<file path="config.mk">
export PLATFORM = sky130hd
export DESIGN_NAME = ss_serial_deserializer
export DESIGN_NICKNAME = d
export VERILOG_FILES = /design/src/rtl/ss_serial_deserializer.sv
export SDC_FILE = /design/constraint.sdc
export NUM_CORES = 1
export LEC_CHECK = 0
export CAP_MARGIN = 5
export CORE_UTILIZATION = 40
export DETAILED_ROUTE_END_ITERATION = 8
export PLACE_DENSITY = 0.59
export SLEW_MARGIN = 10
export SYNTH_ARGS = -nofsm -noshare
export SYNTH_HDL_FRONTEND = slang
export SYNTH_SLANG_ARGS = --single-unit
</file>
<file path="constraint.sdc">
create_clock -name clock -period 2.2 [get_ports clock]
set_input_delay 0.44 -clock clock [delete_from_list [all_inputs] [get_ports clock]]
set_output_delay 0.44 -clock clock [all_outputs]
set_load 0.02 [all_outputs]
</file>
<file path="src/rtl/ss_serial_deserializer.sv">
// ss_serial_deserializer: start/stop framed serial receiver with a valid/ready holding register (SS_DESER_PARITY_EN adds an even-parity bit)
module ss_serial_deserializer #(
  parameter int WIDTH = 8
) (
  input  logic             clock,
  input  logic             reset,
  input  logic             enable,
  input  logic             in,
  input  logic             leftright,
  output logic [WIDTH-1:0] out_data,
  output logic             out_valid,
  input  logic             out_ready,
  output logic             busy,
  output logic             frame_err,
  output logic             overrun
`ifdef SS_DESER_PARITY_EN
  ,
  output logic             parity_err
`endif
);
`ifdef SS_DESER_PARITY_EN
  typedef enum logic [2:0] {IDLE, DATA, PARITY, STOP, WAIT_HIGH} state_t;
`else
  typedef enum logic [2:0] {IDLE, DATA, STOP, WAIT_HIGH} state_t;
`endif
  localparam int CW = $clog2(WIDTH);
  state_t state_q, state_d;
  logic [CW-1:0] cnt_q, cnt_d;
  logic [WIDTH-1:0] sh_q, sh_d, out_data_q, out_data_d;
  logic dir_q, dir_d, out_valid_q, out_valid_d, frame_err_q, frame_err_d, overrun_q, overrun_d;
`ifdef SS_DESER_PARITY_EN
  logic par_bad_q, par_bad_d, parity_err_q, parity_err_d;
`endif
  // next-state: frame FSM advances on strobes, the handshake runs every cycle
  always_comb begin
    state_d = state_q;
    cnt_d = cnt_q;
    sh_d = sh_q;
    dir_d = dir_q;
    out_data_d = out_data_q;
    out_valid_d = out_valid_q & ~out_ready;
    frame_err_d = 1'b0;
    overrun_d = 1'b0;
`ifdef SS_DESER_PARITY_EN
    par_bad_d = par_bad_q;
    parity_err_d = 1'b0;
`endif
    if (enable) begin
      case (state_q)
        IDLE: begin
          if (!in) begin
            state_d = DATA;
            dir_d = leftright;
            cnt_d = '0;
          end
        end
        DATA: begin
          sh_d = dir_q ? {sh_q[WIDTH-2:0], in} : {in, sh_q[WIDTH-1:1]};
          cnt_d = cnt_q + 1'b1;
`ifdef SS_DESER_PARITY_EN
          if (cnt_q == CW'(WIDTH - 1)) state_d = PARITY;
`else
          if (cnt_q == CW'(WIDTH - 1)) state_d = STOP;
`endif
        end
`ifdef SS_DESER_PARITY_EN
        PARITY: begin
          par_bad_d = ^{sh_q, in};
          state_d = STOP;
        end
`endif
        STOP: begin
          state_d = in ? IDLE : WAIT_HIGH;
          frame_err_d = ~in;
`ifdef SS_DESER_PARITY_EN
          parity_err_d = par_bad_q;
          if (in && !par_bad_q) begin
`else
          if (in) begin
`endif
            if (!out_valid_q || out_ready) begin
              out_data_d = sh_q;
              out_valid_d = 1'b1;
            end else overrun_d = 1'b1;
          end
        end
        WAIT_HIGH: state_d = in ? IDLE : WAIT_HIGH;
        default: state_d = IDLE;
      endcase
    end
  end
  // state registers with synchronous reset
  always_ff @(posedge clock) begin
    if (reset) begin
      state_q <= IDLE;
      cnt_q <= '0;
      sh_q <= '0;
      dir_q <= 1'b0;
      out_data_q <= '0;
      out_valid_q <= 1'b0;
      frame_err_q <= 1'b0;
      overrun_q <= 1'b0;
`ifdef SS_DESER_PARITY_EN
      par_bad_q <= 1'b0;
      parity_err_q <= 1'b0;
`endif
    end else begin
      state_q <= state_d;
      cnt_q <= cnt_d;
      sh_q <= sh_d;
      dir_q <= dir_d;
      out_data_q <= out_data_d;
      out_valid_q <= out_valid_d;
      frame_err_q <= frame_err_d;
      overrun_q <= overrun_d;
`ifdef SS_DESER_PARITY_EN
      par_bad_q <= par_bad_d;
      parity_err_q <= parity_err_d;
`endif
    end
  end
  assign out_data = out_data_q;
  assign out_valid = out_valid_q;
  assign busy = state_q != IDLE;
  assign frame_err = frame_err_q;
  assign overrun = overrun_q;
`ifdef SS_DESER_PARITY_EN
  assign parity_err = parity_err_q;
`endif
endmodule
</file>
## After elaboration in Yosys (flattened, before gate mapping)

Index checks and enable logic that the tools add are counted.

- Latch bits: 0
- Memories: 0
- Bits in read-only memories: 0
- Word-level logic and storage cells: 45
- Register bits: 26
- Output and inout port bits: 12
- Memory bits (writable): 0
- Bits of input ports: 6

- Equality and inequality tests: 6
- Multiplexer cells: 12
- Bitwise logic cells: 5
- Add/subtract/negate cells: 1
- Reduce and logical (&&, ||, !) cells: 13
- Div/mod/pow operators: 0
- Shifts and indexed selects: 0
- Magnitude comparators: 0
- Multipliers: 0

Operators by type and width:

| operator | number |
|---|---|
| 3-bit 2-to-1 mux | 3 |
| 3-bit one-hot mux with 3 select lines | 1 |
| 3-bit AND reduction | 3 |
| 8-bit 2-to-1 mux | 1 |
| 3-bit by 2-bit == test with 1-bit output, second input constant | 2 |
| 3-bit one-hot mux with 2 select lines | 1 |
| 1-bit 2-to-1 mux | 5 |
| 2-bit != test, second input constant | 2 |
| 1-bit inverter | 4 |
| 4-bit AND reduction | 1 |
| 4-bit OR reduction | 1 |
| 3-bit by 1-bit adder with 3-bit output, second input constant | 1 |
| 3-bit by 1-bit == test with 1-bit output, second input constant | 1 |
| 3-bit == test, second input constant | 1 |
| 3-bit zero test | 1 |
| 3-bit nonzero test | 1 |
| 3-bit OR reduction | 1 |
| 2-bit 2-to-1 mux | 1 |
| 2-bit AND reduction | 1 |
| 2-bit nonzero test | 1 |
| 2-bit OR reduction | 1 |
| 1-bit AND | 1 |
| 1-bit zero test | 1 |
| 1-bit logical OR | 1 |

## Depth between registers and ports, before layout

- Depth after elaboration: 6
- Gate-level depth with buffers: 6
- Depth with buffers taken out: 5

## Worst setup path before layout

Ideal clock, no wire load.

- Path kind: in2reg
- Start point: input port enable
- End point: register cnt_q[1]
- Stages: 6
- Arrival time: 1,137 ps
- Slack: 942 ps
- Buffers on the path: 3
- Required time: 2,078 ps
- Setup time: 122 ps
- Cell sequence: buf_4 and3b_1 buf_6 buf_12 nand2_2 a21oi_2

- Longest elaborated chain between the ends: 1

Ends and longest elaborated chain:

| item | line | source |
|---|---|---|
| start: declaration | 7 | `input logic enable,` |
| 3-bit AND reduction (no line) | n/a |  |
| end signal: assignment | 109 | `cnt_q <= cnt_d;` |
| end: declaration | 28 | `logic [CW-1:0] cnt_q, cnt_d;` |

Every way passes these cells.
A chain may end at the register's enable or synchronous reset.

## Worst setup path in the final report

- Start point: register state_q[1]
- End point: output port busy

- Longest elaborated chain between the ends: 1

Ends and longest elaborated chain:

| item | line | source |
|---|---|---|
| start: declaration | 27 | `state_t state_q, state_d;` |
| start signal: assignment | 108 | `state_q <= state_d;` |
| 3-bit nonzero test | 124 | `assign busy = state_q != IDLE;` |
| end: declaration | 13 | `output logic busy,` |

Every way passes these cells.

==> reports/results.ini <==
[timing]
finalCritPeriodShare_pct=94.3
final_max_slew_viol_count=0
hold_viol_final=0
rsz0062_at_grt=false
tightestPinTransition_ns=0.686
fmax_mhz=482
fin_crit_ns=2.07
fin_skew_ns=0.0106
tns_ns=0
final-setup-viol-count=0
slew_headroom_pct=54.1

[power_and_ir_drop]
vdd_drop_max_mv=0.232
power_density_nw_per_um2=545
total_leakage_power_uw=0.000470

[clock_tree]
postCtsSetupBuffers=0
clkSinkCount=25
cts_inserted_buffers=3
post_cts_resize_count=0
path_clk_slew_ns=0.14
clk_latency_ns=0.31
clock_path_buffers=2
cts_root_buf=clkbuf_4
tritoncts=yes
hold_buffers=0
h-tree-depth=1

[finish]
syn_to_final_growth_pct=16.2
diodes=0
final_util_pct=49.9
drive_gt1_share_pct=17.7
nets=139

[die]
coreArea_sq_um=2830
io-pin-count=18
die-area_sq_um=3260
die_w_microns=57.1
die_height_microns=57.1
initial_utilization_pct=43.0
rows=19

[yosys]
yosys_register_bits=25
ys_seq_area_share_pct=41.2
synth_area_sq_um=1220
synth_cell_type_count=26
synthMostInstantiatedCell=dfxtp_1
ys.flop_type=dfxtp_1
yosys_warnings=0
synth_top_area_share_pct=41.2
syn_inst=115
avgSynthCellArea_sq_um=10.6
synth_edf_count=0
synth.top_cells.by_count=25 x dfxtp_1, 19 x nand2b_1, 18 x mux2i_1, 10 x nor2_1, 8 x a211oi_2
synthArstFlopShare_pct=0
synth_area_leaders=dfxtp_1 41%, mux2i_1 15%, nand2b_1 9.8%
synth_top_area_cell=dfxtp_1
synth_nets=123

[setup_path]
startpoint=state_q[1]$_SDFFE_PP0P_
end_kind=primary output
r2r-start=state_q[1]$_SDFFE_PP0P_
worstSetupPathType=reg -> out
crit_arrival_ns=1.63
critPathLaunchType=flip-flop
crit_fanout=10
worstPathRequired_ns=1.76

[detailed_routing]
vias_per_cell=5.19
drt-total-wl_mm=1.98
wire_per_inst_microns=12.3
drt_iter0_drc=17
vias=835
drc=2
ant_nets=0
dr.pass1.iters=6

[global_route]
grt_antenna_before_repair=0
grt_pass1_wl_mm=3.39
grt_pass1_vias=745
grtUsageTotal_pct=13.2
overflow=0
grt_max_degree=24

[placement]
portBuffers=17
gp_congestion=0.657
place_hpwl_mm=1.41

[run_status]
violations=design-rule violations
status=finished with violations

[worst_hold_path]
worstHoldPathType=reg -> reg
min_from=out_data[1]$_SDFFE_PP0P_

[job]
drv_cap=0

==> where the power goes <==
group / leakage [uW] / total [uW] / switching (uW) / internal, uW
registers: 0.000202 / 479 / 15.1 / 464
logic: 0.000253 / 85.4 / 40.2 / 45.2
clock network: 0.0000150 / 206 / 135 / 70.7
total: 0.000470 / 770 / 190 / 580
==> flip-flops by register name, indices dropped and copies added (netlist names) <==
name       flops
out_valid      1
cnt_q          3
frame_err      1
dir_q          1
sh_q           8
overrun        1
out_data       8
state_q        2
==> routing by layer <==
metal  up-vias  global-route usage (%)  wire length [microns]
li1        424                       -                      -
met1       401                    17.8                   1050
met2         8                    21.8                    874
met3         2                    2.04                     39
met4         0                    4.18                     15
met5         -                       0                      0
==> per-stage QoR <==
stage	area (sq um)	std cells	hold WS [ns]	total power, uW	worst slack (ns)
2_1_floorplan	1220	115	0.462	554	0.942
3_3_place_gp	1390	157	0.459	573	0.297
4_1_cts	1410	161	0.487	780	0.129
5_1_grt	1410	161	0.504	807	0.0732
3_5_place_dp	1390	157	0.467	575	0.294
6_report	1410	161	0.482	770	0.126
==> layout by cell type (no fill, tap or decap), types with 2 or more instances in the layout <==
master,synthesis,layout
dfxtp_1,25,25
clkdlybuf4s50_1,0,17
a21oi_2,2,2
nor2_1,10,10
a21oi_1,2,2
ha_1,2,2
nor2b_1,2,2
nand2_2,2,2
mux2i_1,18,18
buf_4,3,4
a211oi_2,8,8
nand2b_1,19,19
clkbuf_4,0,3
o21ai_0,4,4
==> worst max-delay path, stage by stage (launching register included) <==
cell and delay (ns):
dfxtp_1 0.56, or2_2 0.18, clkdlybuf4s50_1 0.59
==> cells by family (layout without fill, tap and decap cells) <==
kind of cell               count (synthesis)  count (layout)  synth area share, %
AOI/OAI and AO/OA                         19              19                 14.1
and+or+nand+nor                           40              40                 20.6
DFF                                       25              25                 41.2
buffers and inverters                     11              26                 7.30
muxes                                     18              18                 14.8
adders and majority gates                  2               2                 2.06
==> path summary, 6_finish.rpt <==
| check | depth (start not counted) | end | slack [ns] |
|---|---|---|---|
| max reg2reg | 4 | out_data[1]$_SDFFE_PP0P_ | 0.90 |
| min reg2reg | 2 | out_data[1]$_SDFFE_PP0P_ | 0.48 |
| min | 2 | out_data[1]$_SDFFE_PP0P_ | 0.48 |
| max | 2 | busy | 0.13 |
==> final cells by class <==
class	count	area (sq um)
fill	283	1420
multi-input combinational	79	627
sequential	25	500
timing repair buffer	22	220
tap	31	38.8
clock buffer	4	26.3
(Power assumes the default switching activity.)
